==> src/rtl/fetch_pkg.sv <==
// rtl/fetch_pkg.sv - shared state encoding, constants and target helpers for the fetch sequencer
package fetch_pkg;

    localparam int          ADDR_W_DEFAULT = 6;
    localparam logic [31:0] PC_STEP        = 32'd4;

`ifdef FETCH_BOUNDS_CHECK_EN
    typedef enum logic [1:0] {
        RUN   = 2'd0,
        HALT  = 2'd1,
        FAULT = 2'd2
    } fetch_state_t;
`else
    typedef enum logic [1:0] {
        RUN   = 2'd0,
        HALT  = 2'd1
    } fetch_state_t;
`endif

    // Sign-extended word offset added to the sequential PC.
    function automatic logic [31:0] branch_target(input logic [31:0] inst_pc,
                                                  input logic [15:0] br_imm);
        return inst_pc + PC_STEP + {{14{br_imm[15]}}, br_imm, 2'b00};
    endfunction

    // Region bits come from the sequential PC, the rest from the jump index.
    function automatic logic [31:0] jump_target(input logic [31:0] inst_pc,
                                                input logic [25:0] jmp_index);
        logic [3:0] region;
        region = 4'((inst_pc + PC_STEP) >> 28);
        return {region, jmp_index, 2'b00};
    endfunction

endpackage

==> src/rtl/fetch_target_calc.sv <==
// rtl/fetch_target_calc.sv - combinational branch/jump redirect target
module fetch_target_calc
    import fetch_pkg::*;
(
    input  logic [31:0] inst_pc,
    input  logic [15:0] br_imm,
    input  logic [25:0] jmp_index,
    input  logic        jmp,
    output logic [31:0] redirect_pc
);

    logic [31:0] br_target;
    logic [31:0] jmp_target;

    assign br_target   = branch_target(inst_pc, br_imm);
    assign jmp_target  = jump_target(inst_pc, jmp_index);
    // A jump outranks a branch when both are flagged on the same instruction.
    assign redirect_pc = jmp ? jmp_target : br_target;

endmodule

==> src/rtl/fetch_sequencer.sv <==
// rtl/fetch_sequencer.sv - PC owner and instruction-ROM fetch sequencer (optional FETCH_BOUNDS_CHECK_EN)
module fetch_sequencer
    import fetch_pkg::*;
#(
    parameter int          ADDR_W   = ADDR_W_DEFAULT,
    parameter logic [31:0] RESET_PC = 32'h0000_0000
) (
    input  logic              clk,
    input  logic              rst,
    input  logic              stall,
    input  logic              br_take,
    input  logic [15:0]       br_imm,
    input  logic              jmp,
    input  logic [25:0]       jmp_index,
    input  logic              halt_req,
    input  logic              resume,
    output logic              rom_en,
    output logic [ADDR_W-1:0] rom_addr,
    output logic              inst_valid,
    output logic [31:0]       inst_pc,
    output logic              halted
`ifdef FETCH_BOUNDS_CHECK_EN
    ,
    output logic              fault
`endif
);

    fetch_state_t state, state_nxt;
    logic [31:0]  pc, pc_nxt;
    logic [31:0]  inst_pc_nxt;
    logic         inst_valid_nxt;
    logic [31:0]  redirect_pc;
    logic         hold;
    logic         consume;
    logic         redirect;
    logic         halt_go;

`ifdef FETCH_BOUNDS_CHECK_EN
    localparam logic [32:0] FETCH_LIMIT = 33'(PC_STEP) << ADDR_W;
`endif

    // Decode holds a live word: re-read it and freeze everything else.
    assign hold     = stall & inst_valid;
    assign consume  = inst_valid & ~stall;
    assign redirect = consume & (jmp | br_take);
    assign halt_go  = consume & halt_req;

    assign rom_en   = (state == RUN);
    assign rom_addr = hold ? inst_pc[ADDR_W+1:2] : pc[ADDR_W+1:2];
    assign halted   = (state != RUN);
`ifdef FETCH_BOUNDS_CHECK_EN
    assign fault    = (state == FAULT);
`endif

    fetch_target_calc u_target (
        .inst_pc     (inst_pc),
        .br_imm      (br_imm),
        .jmp_index   (jmp_index),
        .jmp         (jmp),
        .redirect_pc (redirect_pc)
    );

    // Next-state and next-PC selection; any non-fetch cycle leaves a bubble.
    always_comb begin
        state_nxt      = state;
        pc_nxt         = pc;
        inst_pc_nxt    = inst_pc;
        inst_valid_nxt = 1'b0;
        case (state)
            RUN: begin
                if (hold) begin
                    inst_valid_nxt = 1'b1;
                end else if (redirect || halt_go) begin
                    if (redirect) begin
                        pc_nxt = redirect_pc;
                    end
                    if (halt_go) begin
                        state_nxt = HALT;
                    end
`ifdef FETCH_BOUNDS_CHECK_EN
                end else if ({1'b0, pc} >= FETCH_LIMIT) begin
                    state_nxt = FAULT;
`endif
                end else begin
                    pc_nxt         = pc + PC_STEP;
                    inst_pc_nxt    = pc;
                    inst_valid_nxt = 1'b1;
                end
            end
            HALT: begin
                if (resume) begin
                    state_nxt = RUN;
                end
            end
`ifdef FETCH_BOUNDS_CHECK_EN
            FAULT: begin
                state_nxt = FAULT;
            end
`endif
            default: begin
                state_nxt = RUN;
            end
        endcase
    end

    // Sequencer registers; reset squashes any word in flight.
    always_ff @(posedge clk or posedge rst) begin
        if (rst) begin
            state      <= RUN;
            pc         <= RESET_PC;
            inst_pc    <= RESET_PC;
            inst_valid <= 1'b0;
        end else begin
            state      <= state_nxt;
            pc         <= pc_nxt;
            inst_pc    <= inst_pc_nxt;
            inst_valid <= inst_valid_nxt;
        end
    end

endmodule

==> config.mk <==
export PLATFORM = sky130hd
export DESIGN_NAME = fetch_sequencer
export DESIGN_NICKNAME = d
export VERILOG_FILES = /design/src/rtl/fetch_pkg.sv /design/src/rtl/fetch_target_calc.sv /design/src/rtl/fetch_sequencer.sv
export SDC_FILE = /design/constraint.sdc
export NUM_CORES = 1
export LEC_CHECK = 0
export ABC_CLOCK_PERIOD_IN_PS = 3600
export BUFFER_PORTS_ARGS = -buffer_cell sky130_fd_sc_hd__buf_4
export CORE_AREA = 8 8 151 96
export DETAILED_ROUTE_END_ITERATION = 16
export DIE_AREA = 0 0 159 104
export HOLD_SLACK_MARGIN = 0.05
export PLACE_DENSITY = 0.75
export REMOVE_ABC_BUFFERS = 1
export SKIP_LAST_GASP = 1
export SLEW_MARGIN = 5
export SYNTH_ARGS = -nofsm -noshare
export SYNTH_HDL_FRONTEND = slang
export SYNTH_HIERARCHICAL = 1
export SYNTH_SLANG_ARGS = --single-unit
==> constraint.sdc <==
create_clock -name clk -period 3.6 [get_ports clk]
set_clock_uncertainty 0.1 [all_clocks]
set_input_delay 0.18 -clock clk [delete_from_list [all_inputs] [get_ports clk]]
set_output_delay 0.18 -clock clk [all_outputs]
set_load 0.02 [all_outputs]
==> results of run 1 <==
layer usage:
metal | up-vias | wire length [um] | global-route usage, % | share of wire [%]
met5 | - | 0 | 0 | 0
met4 | 0 | 502 | 5.70 | 2.2
met3 | 59 | 2590 | 5.49 | 12
met2 | 429 | 9320 | 33.7 | 42
met1 | 3234 | 10000 | 37.5 | 45
li1 | 3187 | - | - | -
layout make-up:
cell class / instances / area (sq um) / share of cell area (%)
tap: 170 / 213 / 2.57
timing repair buffer: 193 / 1470 / 17.8
multi-input combinational: 662 / 4570 / 55.3
clock inverter: 6 / 66.3 / 0.802
sequential: 66 / 1650 / 20.0
clock buffer: 10 / 239 / 2.89
inverter: 15 / 56.3 / 0.681
stage by stage:
stage | worst slack (ns) | utilization, % | total power [mW] | hold WS (ns)
2_1_floorplan | -0.0895 | - | 4.24 | 0.170
3_3_place_gp | 0.0454 | 59.6 | 6.19 | 0.260
3_5_place_dp | -0.162 | 59.6 | 6.24 | 0.269
4_1_cts | -0.0160 | 62.6 | 7.19 | 0.171
5_1_grt | -0.178 | 66.6 | 8.29 | 0.236
6_report | -0.0358 | 66.6 | 7.86 | 0.190
cells by family (layout without fill, tap and decap cells):
group,count (synthesis),after routing
compound gates,211,211
xor+xnor,50,50
fa+ha+maj,37,37
buf+inv,49,224
flops,66,66
mux,14,14
simple gates,350,350
what timing repair did:
action                                  4_1_cts  5_1_grt
pin swaps                                     4       34
gates cloned                                  0        0
hold buffers                                  3        0
hold endpoints to repair                     44        0
endpoints found under the setup margin        5       14
gates resized for setup                      11       77
setup buffers                                 0       12
where the power goes:
group	leakage (nW)	internal, mW	switching, mW
Combinational	2.85	2.38	3.08
Sequential	0.768	1.08	0.440
Clock	0.152	0.555	0.334
worst paths after layout:
| path | start | end |
|---|---|---|
| worst max-delay path | inst_pc[5] | pc[29] |
| worst min-delay path | jmp_index[11] | pc[13] |
| worst max register to register | inst_pc[5] | pc[29] |
| worst min register to register | pc[1] | inst_pc[1] |
| max in group asynchronous | rst | inst_pc[3] |
| min in group asynchronous | rst | pc[10] |
cells in the final DEF, fill, tap and decap left out, types with 21 or more instances in the layout:
| cell | n |
|---|---|
| nand4_1 | 21 |
| nand2_1 | 175 |
| dfrtp_1 | 65 |
| nor2_1 | 32 |
| a21oi_1 | 46 |
| buf_4 | 186 |
| o21ai_0 | 37 |
| ha_1 | 26 |
| nand3_1 | 39 |
| xnor2_1 | 21 |
critical path, delay by kind of cell, from the launching register on:
family          cells  cell delay (ns)
compound gates      6             1.25
xor+xnor            1             0.23
fa+ha+maj           1             0.30
flops               1             0.35
simple gates        7             1.24
state kept, by name (all words and copies together) (netlist names):
| name | cells |
|---|---|
| inst_valid | 1 |
| state | 1 |
| inst_pc | 32 |
| pc | 32 |
==> out/qor.csv, run 1 <==
stage,metric,value,unit
cells_and_area,fin cells,1122,
clock_network,Sink Count,66,
yosys,post-synthesis cell area,6010,sq um
die,effective utilization at floorplan,48.4,%
cells_and_area,Area growth syn-to-layout,37.6,%
yosys,share of the synthesized area in the top cell type,27.5,%
sta,achievable frequency,275,MHz
global_route,global-route wire length before repair,33200,um
routing,vias per inst,6.16,
yosys,"Primary FF master, synth",dfrtp_1,
worst_setup_path,highest-delay cell along the critical path,a221o_1,
worst_setup_path,type of origin of the critical path,flop,
pwr,Leak,3.77,nW
yosys,most frequent cell after synthesis,nand2_1,
die,die height,104,um
clock_network,clock latency on the worst-skew pair,0.34,ns
placed_design,routability-driven placement congestion ratio,0.992,
yosys,post-synthesis mux area share,2.52,%
die,total die area,16500,sq um
routing,detailed-route via count,6909,
pwr,Cell Pwr Density,951,nW/um^2
routing,per-cell routed wire length,20.0,um
die,Core Footprint,12400,sq um
routing,routed wire length,22400,um
placed_design,number of port buffers,89,
clock_network,H-tree depth,3,
cells_and_area,final net count,1033,
worst_setup_path,R2R depth,15,
sta,endpoints failing setup,2,
yosys,Synth Area in XOR/XNOR,7.41,%
clock_network,clk buf depth,2,
yosys,Ys Warns,6,
placed_design,placed instance area,7400,sq um
yosys,"EDFF count, synth",0,
min_path,hold path depth,5,
placed_design,placed cells,1091,
worst_setup_path,reg2reg setup slack,-0.04,ns
worst_setup_path,"Cell Chain, Critical Path","and4_4, and3_4, nand3_4, nor3_4, xor2_1, ha_1, nand2_2, o21ai_0, a21o_1, a221o_1, a221oi_4, nor4b_4, nor3_2, o22ai_1, a31oi_1",
clock_network,Clock transition at path regs,0.06,ns
worst_setup_path,Worst EP arrival,3.73,ns
yosys,Compound-Gate Fraction of Synth Area,23.2,%
sta,Final period util,101,%
cells_and_area,# fillers,1021,
yosys,sequential fraction of the synthesis area,27.5,%
yosys,largest family of logic cells by synthesized area,simple AND/OR/NAND/NOR gates,
clock_network,CTS tree,built,
sta,Slew headroom,37.3,%
flow_run,max-cap violations,0,
die,Die X,159,um
sta,PnR worst setup slack,-0.0358,ns
clock_network,clk root buf,clkbuf_16,
yosys,"area leader, netlist",dfrtp_1,
clock_network,number of buffers created by CTS,9,
yosys,Synth Register Bits,66,
global_route,initial antenna violation count,0,
die,Top Ports,90,
global_route,largest net degree at the start of global routing,58,
global_route,vias in the first global route,6098,
placed_design,Detail Placement HPWL,16100,um
routing,drt drc,0,
status,failing checks,setup timing,
cells_and_area,"Design Area, Final",8270,sq um
yosys,"top cells by count, synth","180 x nand2_1, 66 x dfrtp_1, 53 x a21oi_1, 40 x nand3_1, 40 x o21ai_0",
routing,1st-pass router iterations,6,
routing,DR iter-0 viols,898,
worst_setup_path,worst-path fanout max,5,
sta,sum of negative setup slack,-0.0413,ns
worst_setup_path,crit end category,flop,
yosys,largest cells by area after synthesis,"dfrtp_1 27%, nand2_1 11%, ha_1 7.5%, xnor2_1 5.0%, a21oi_1 4.4%",
die,row count,32,
routing,number of routed nets with antenna violations,0,
cells_and_area,diode count,0,
yosys,post-synthesis simple-gate area fraction,27.7,%
yosys,Yosys cell types,80,
sta,Final Hold Vio Count,0,
sta,unrepaired setup endpoints after global routing,true,
min_path,worst hold path type,in2reg,
yosys,Syn Inst Count,777,
global_route,global-route usage over all layers,24.5,%
sta,max-slew violations,0,
yosys,"FFs w/ async S/R, synth",100,%
worst_setup_path,Max stage delay on crit path,0.40,ns
global_route,grt ovf,0,
yosys,syn_area_per_cell,7.73,sq um
status,status,finished with violations,
worst_setup_path,critical path class,reg2reg,
sta,Tmin final,3.64,ns
pwr,Max IR drop VDD,0.414,mV
yosys,post-synthesis adder-cell area fraction,7.83,%
sta,worst-margin pin slew,0.940,ns
cells_and_area,fraction of layout cells with a size suffix above 1,32.2,%
worst_setup_path,Critical Path RT,3.70,ns
No activity file was read; power rests on OpenSTA's default activity.
==> run 2: changes to the inputs <==
--- a/config.mk
+++ b/config.mk
@@ -13,8 +13,8 @@
 export HOLD_SLACK_MARGIN = 0.05
 export PLACE_DENSITY = 0.75
 export REMOVE_ABC_BUFFERS = 1
+export SETUP_SLACK_MARGIN = 0.3
 export SKIP_LAST_GASP = 1
-export SLEW_MARGIN = 5
 export SYNTH_ARGS = -nofsm -noshare
 export SYNTH_HDL_FRONTEND = slang
 export SYNTH_HIERARCHICAL = 1
==> out/qor.csv, run 2 (synthesized netlist as in run 1, its figures left out) <==
stage,metric,value,unit
cells_and_area,fraction of layout cells with a size suffix above 1,39.4,%
routing,drt drc,0,
pwr,Leak,3.93,nW
die,Top Ports,90,
min_path,worst hold path type,in2reg,
clock_network,Sink Count,66,
clock_network,Clock transition at path regs,0.06,ns
clock_network,number of buffers created by CTS,9,
global_route,largest net degree at the start of global routing,58,
placed_design,Detail Placement HPWL,16100,um
cells_and_area,Area growth syn-to-layout,46.8,%
worst_setup_path,Worst EP arrival,3.86,ns
sta,Final Hold Vio Count,0,
pwr,Seq pwr share,17.7,%
sta,PnR worst setup slack,-0.155,ns
sta,sum of negative setup slack,-0.376,ns
clock_network,clk buf depth,2,
routing,top layer in use,met4,
routing,routed wire length,24300,um
pwr,Sw Ratio,49.3,%
routing,met3 routed WL,2820,um
routing,DR iter-0 viols,881,
pwr,Gate power share,71.9,%
worst_setup_path,worst-path fanout max,4,
worst_setup_path,Critical Path RT,3.71,ns
sta,worst-margin pin slew,0.941,ns
global_route,global-route usage over all layers,26.4,%
routing,vias per inst,6.23,
global_route,grt ovf,0,
routing,1st-pass router iterations,5,
sta,WHS,0.187,ns
cells_and_area,final net count,1053,
pwr,Psw,4.23,mW
die,total die area,16500,sq um
sta,max-slew violations,0,
global_route,initial antenna violation count,0,
pwr,clock power share,10.4,%
routing,wire length on met1,10200,um
placed_design,placed instance area,7400,sq um
pwr,Cell Pwr Density,972,nW/um^2
routing,number of routed nets with antenna violations,0,
routing,Met2 Wirelength,10600,um
sta,Slew headroom,37.2,%
status,status,finished with violations,
clock_network,clock latency on the worst-skew pair,0.34,ns
global_route,vias in the first global route,6634,
die,effective utilization at floorplan,48.4,%
clock_network,CTS tree,built,
sta,unrepaired setup endpoints after global routing,true,
sta,endpoints failing setup,6,
die,Die X,159,um
cells_and_area,"commonest cells after routing, fill and taps aside","203 x buf_4, 171 x nand2_1, 66 x dfrtp_1",
worst_setup_path,type of origin of the critical path,flop,
die,die height,104,um
global_route,global-route wire length before repair,35800,um
cells_and_area,diode count,0,
clock_network,clk root buf,clkbuf_16,
routing,per-cell routed wire length,21.3,um
cells_and_area,"commonest non-fill, non-tap cell in the layout",buf_4,
die,row count,32,
sta,Tmin final,3.76,ns
worst_setup_path,critical path class,reg2reg,
sta,achievable frequency,266,MHz
status,failing checks,setup timing,
flow_run,max-cap violations,0,
clock_network,H-tree depth,3,
pwr,Int Power,4.35,mW
sta,Final period util,104,%
cells_and_area,"Design Area, Final",8820,sq um
pwr,Final Total Pwr,8.57,mW
pwr,Max IR drop VDD,0.417,mV
cells_and_area,largest registers,"inst_pc x32, pc x32",
worst_setup_path,crit end category,flop,
routing,detailed-route via count,7112,
placed_design,number of port buffers,89,
die,Core Footprint,12400,sq um
placed_design,routability-driven placement congestion ratio,0.992,
[run 2: changes by cell type in the layout (fill, tap and decap cells not counted), sizes merged]
cell  delta
buf     +20
[run 2: worst paths after layout]
| check | from | to | slack, ns | cells past startpoint |
|---|---|---|---|---|
| worst max-delay path | inst_pc[10] | pc[31] | -0.16 | 18 |
| worst min-delay path | jmp_index[11] | pc[13] | 0.19 | 5 |
| worst max register to register | inst_pc[10] | pc[31] | -0.16 | 18 |
| worst min register to register | pc[1] | inst_pc[1] | 0.37 | 2 |
| max in group asynchronous | rst | inst_pc[15] | 2.03 | 4 |
| min in group asynchronous | rst | pc[10] | 0.52 | 3 |
[run 2: per-stage QoR]
step	setup WS, ns	util [%]	cells
3_5_place_dp	-0.162	59.6	1091
2_1_floorplan	-0.0895	-	743
3_3_place_gp	0.0454	59.6	1091
4_1_cts	0.130	67.4	1136
6_report	-0.155	71.1	1142
5_1_grt	-0.241	71.1	1142
[run 2: layer usage]
layer / track usage [%] / up-vias
met5: 0 / -
met4: 6.97 / 0
met3: 6.05 / 75
met2: 38.7 / 442
met1: 38.2 / 3373
li1: - / 3222
[run 2: worst max-delay path, cell delays in order (launching register included)]
cell	delay (ns)
dfrtp_1	0.37
and4_4	0.28
nand4_1	0.19
buf_6	0.20
nor2_4	0.13
nand2_2	0.12
xnor2_4	0.17
ha_4	0.29
buf_4	0.11
nand2_1	0.10
nor2_1	0.29
a211oi_2	0.15
o31ai_2	0.31
o21ai_1	0.09
nor3b_2	0.18
buf_4	0.17
xnor2_2	0.15
o22ai_1	0.16
a2bb2oi_1	0.08
[run 2: timing repair]
| action | in CTS | in global routing |
|---|---|---|
| resized for setup | 98 | 71 |
| setup buffers | 26 | 6 |
| endpoints found under the hold margin | 44 | 0 |
| hold buffers | 3 | 0 |
| pin swaps | 73 | 47 |
| gates cloned | 0 | 0 |
| endpoints found under the setup margin | 16 | 22 |
[run 2: layout make-up]
class / count / area, sq um
multi-input combinational: 662 / 4960
fill: 911 / 3590
sequential: 66 / 1650
timing repair buffer: 213 / 1630
clock buffer: 10 / 239
tap: 170 / 213
clock inverter: 6 / 66.3
inverter: 15 / 56.3
[run 2: power groups by stage]
stage	clock, mW	sequential [mW]	combinational [mW]
6_report	0.892	1.52	6.16
2_1_floorplan	0	1.69	2.55
3_5_place_dp	0	1.48	4.76
4_1_cts	0.894	1.48	5.37
3_3_place_gp	0	1.47	4.71
5_1_grt	0.930	1.56	6.48
==> run 3: changes to the inputs <==
--- a/config.mk
+++ b/config.mk
@@ -5,13 +5,13 @@
 export SDC_FILE = /design/constraint.sdc
 export NUM_CORES = 1
 export LEC_CHECK = 0
-export ABC_CLOCK_PERIOD_IN_PS = 3600
+export ABC_CLOCK_PERIOD_IN_PS = 3850
 export BUFFER_PORTS_ARGS = -buffer_cell sky130_fd_sc_hd__buf_4
 export CORE_AREA = 8 8 151 96
 export DETAILED_ROUTE_END_ITERATION = 16
 export DIE_AREA = 0 0 159 104
 export HOLD_SLACK_MARGIN = 0.05
-export PLACE_DENSITY = 0.75
+export PLACE_DENSITY = 0.72
 export REMOVE_ABC_BUFFERS = 1
 export SETUP_SLACK_MARGIN = 0.3
 export SKIP_LAST_GASP = 1
==> constraint.sdc (replaced) <==
create_clock -name clk -period 3.85 [get_ports clk]
set_clock_uncertainty 0.1 [all_clocks]
set_input_delay 0.1925 -clock clk [delete_from_list [all_inputs] [get_ports clk]]
set_output_delay 0.1925 -clock clk [all_outputs]
set_load 0.02 [all_outputs]
==> out/qor.csv, run 3 (synthesized netlist as in run 1, its figures left out) <==
stage,metric,value,unit
cells_and_area,"Core Util, Final",67.7,%
cells_and_area,sequential cell area,1650,sq um
clock_network,clk buf depth,2,
placed_design,routability-driven placement congestion ratio,0.957,
die,row count,32,
pwr,Leak,3.74,nW
routing,vias per inst,6.19,
routing,routed wire length,23300,um
clock_network,number of buffers created by CTS,9,
die,die height,104,um
placed_design,Detail Placement HPWL,17200,um
sta,PnR worst setup slack,0.192,ns
sta,sum of negative setup slack,0,ns
sta,worst-margin pin slew,0.925,ns
global_route,met1 Track Usage GR,39.1,%
pwr,Max IR drop VDD,0.479,mV
routing,per-cell routed wire length,21.0,um
clock_network,H-tree depth,3,
pwr,Final Total Pwr,7.51,mW
status,status,"complete, no violations",
pwr,Cell Pwr Density,894,nW/um^2
clock_network,Clock transition at path regs,0.06,ns
global_route,GR Util met2,37.8,%
global_route,initial antenna violation count,0,
cells_and_area,final net count,1019,
pwr,Sw Ratio,49.2,%
flow_run,max-cap violations,0,
cells_and_area,"commonest non-fill, non-tap cell in the layout",buf_4,
worst_setup_path,Max stage delay on crit path,0.37,ns
cells_and_area,diode count,0,
cells_and_area,fraction of layout cells with a size suffix above 1,35.4,%
sta,unrepaired setup endpoints after global routing,true,
clock_network,CTS tree,built,
cells_and_area,largest registers,"inst_pc x32, pc x32",
worst_setup_path,Worst EP arrival,3.76,ns
sta,endpoints failing setup,0,
clock_network,clock latency on the worst-skew pair,0.33,ns
routing,number of routed nets with antenna violations,0,
sta,achievable frequency,273,MHz
cells_and_area,"commonest cells after routing, fill and taps aside","175 x buf_4, 174 x nand2_1, 64 x dfrtp_1",
worst_setup_path,Critical Path RT,3.95,ns
worst_setup_path,crit end category,flop,
routing,detailed-route via count,6863,
worst_setup_path,"Cell Chain, Critical Path","nand3_2, nor2_2, nand4_1, buf_4, nor2_2, nand4_1, xnor2_2, ha_4, nand4_1, nor3_2, nand3_1, o31ai_2, buf_4, xor2_1, mux2_4, o22ai_4, a2bb2oi_2",
worst_setup_path,critical path class,reg2reg,
sta,Final period util,95.0,%
clock_network,Sink Count,66,
die,effective utilization at floorplan,48.4,%
worst_setup_path,type of origin of the critical path,flop,
global_route,vias in the first global route,6442,
global_route,largest net degree at the start of global routing,59,
routing,drt drc,0,
worst_setup_path,worst-path fanout max,8,
pwr,Int Power,3.81,mW
cells_and_area,area of the multi-input gates,4810,sq um
clock_network,clk root buf,clkbuf_16,
sta,Slew headroom,38.3,%
cells_and_area,Area growth syn-to-layout,39.8,%
global_route,global-route wire length before repair,35400,um
pwr,Psw,3.70,mW
sta,Final Hold Vio Count,0,
pwr,Gate power share,69.7,%
worst_setup_path,highest-delay cell along the critical path,dfrtp_1,
placed_design,pre-CTS WS,-0.0793,ns
global_route,grt ovf,0,
pwr,Seq pwr share,19.0,%
cells_and_area,# fillers,987,
global_route,layer with the highest usage,met1,
die,Die X,159,um
placed_design,number of port buffers,89,
die,Top Ports,90,
min_path,worst hold path type,in2reg,
pwr,clock power share,11.3,%
routing,1st-pass router iterations,5,
worst_setup_path,CP most frequent cell,nand4_1,
routing,DR iter-0 viols,778,
sta,Tmin final,3.66,ns
global_route,global-route usage over all layers,26.4,%
global_route,Global Route met3 Usage,6.25,%
sta,max-slew violations,0,
die,total die area,16500,sq um
die,Core Footprint,12400,sq um
cells_and_area,fin cells,1108,
placed_design,placed cells,1063,
-- run 3: power by group through the flow --
stage                     Sequential, mW  Combinational [mW]  Clock [mW]
after floorplan                     1.58                2.39           0
after global placement              1.38                4.28           0
after detailed placement            1.41                4.32           0
after CTS                           1.40                4.60       0.858
after global routing                1.46                5.52       0.891
final                               1.43                5.23       0.850
-- run 3: metal layers --
| layer | part of all wire, % | wire, um | up-vias |
|---|---|---|---|
| li1 | - | - | 3140 |
| met3 | 10 | 2380 | 31 |
| met5 | 0.23 | 54 | - |
| met1 | 46 | 10600 | 3340 |
| met2 | 42 | 9860 | 350 |
| met4 | 1.5 | 342 | 2 |
-- run 3: worst max-delay path, delay by kind of cell, from the launching register on --
kind / cells / cell delay [ns]
adders and majority gates: 1 / 0.33
DFF: 1 / 0.37
buffers and inverters: 2 / 0.35
AOI/OAI and AO/OA: 3 / 0.45
xor gates and xnor gates: 2 / 0.26
muxes: 1 / 0.28
and+or+nand+nor: 8 / 1.39
-- run 3: worst paths after layout --
kind | from | end | slack, ns | cells past startpoint
max | inst_pc[18] | pc[28] | 0.19 | 17
min | halt_req | state[0] | 0.06 | 3
max reg2reg | inst_pc[18] | pc[28] | 0.19 | 17
min reg2reg | pc[1] | inst_pc[1] | 0.38 | 2
max in group asynchronous | rst | inst_pc[3] | 2.24 | 4
min in group asynchronous | rst | inst_pc[17] | 0.53 | 3
-- run 3: repair_timing --
action	4_1_cts	5_1_grt
gates resized for setup	51	85
hold endpoints to repair	44	0
pin swaps	16	51
setup buffers	10	17
setup endpoints to repair	13	14
hold buffers	2	0
gates cloned	0	0
-- run 3: layout make-up --
| cell class | instances | share of cell area [%] |
|---|---|---|
| clock buffers | 11 | 3.01 |
| clock inverters | 5 | 0.745 |
| inverters | 15 | 0.670 |
| multi-input cells | 662 | 57.2 |
| flip-flops and latches | 66 | 19.7 |
| well taps | 170 | 2.53 |
| repair buffers | 179 | 16.1 |
-- run 3: metrics by stage --
stage | hold slack, ns | instance area, sq um
detailed placement | 0.277 | 7190
floorplan | 0.182 | 5840
finish | 0.0598 | 8400
global route | 0.0864 | 8400
global placement | 0.272 | 7190
CTS | 0.0603 | 7830
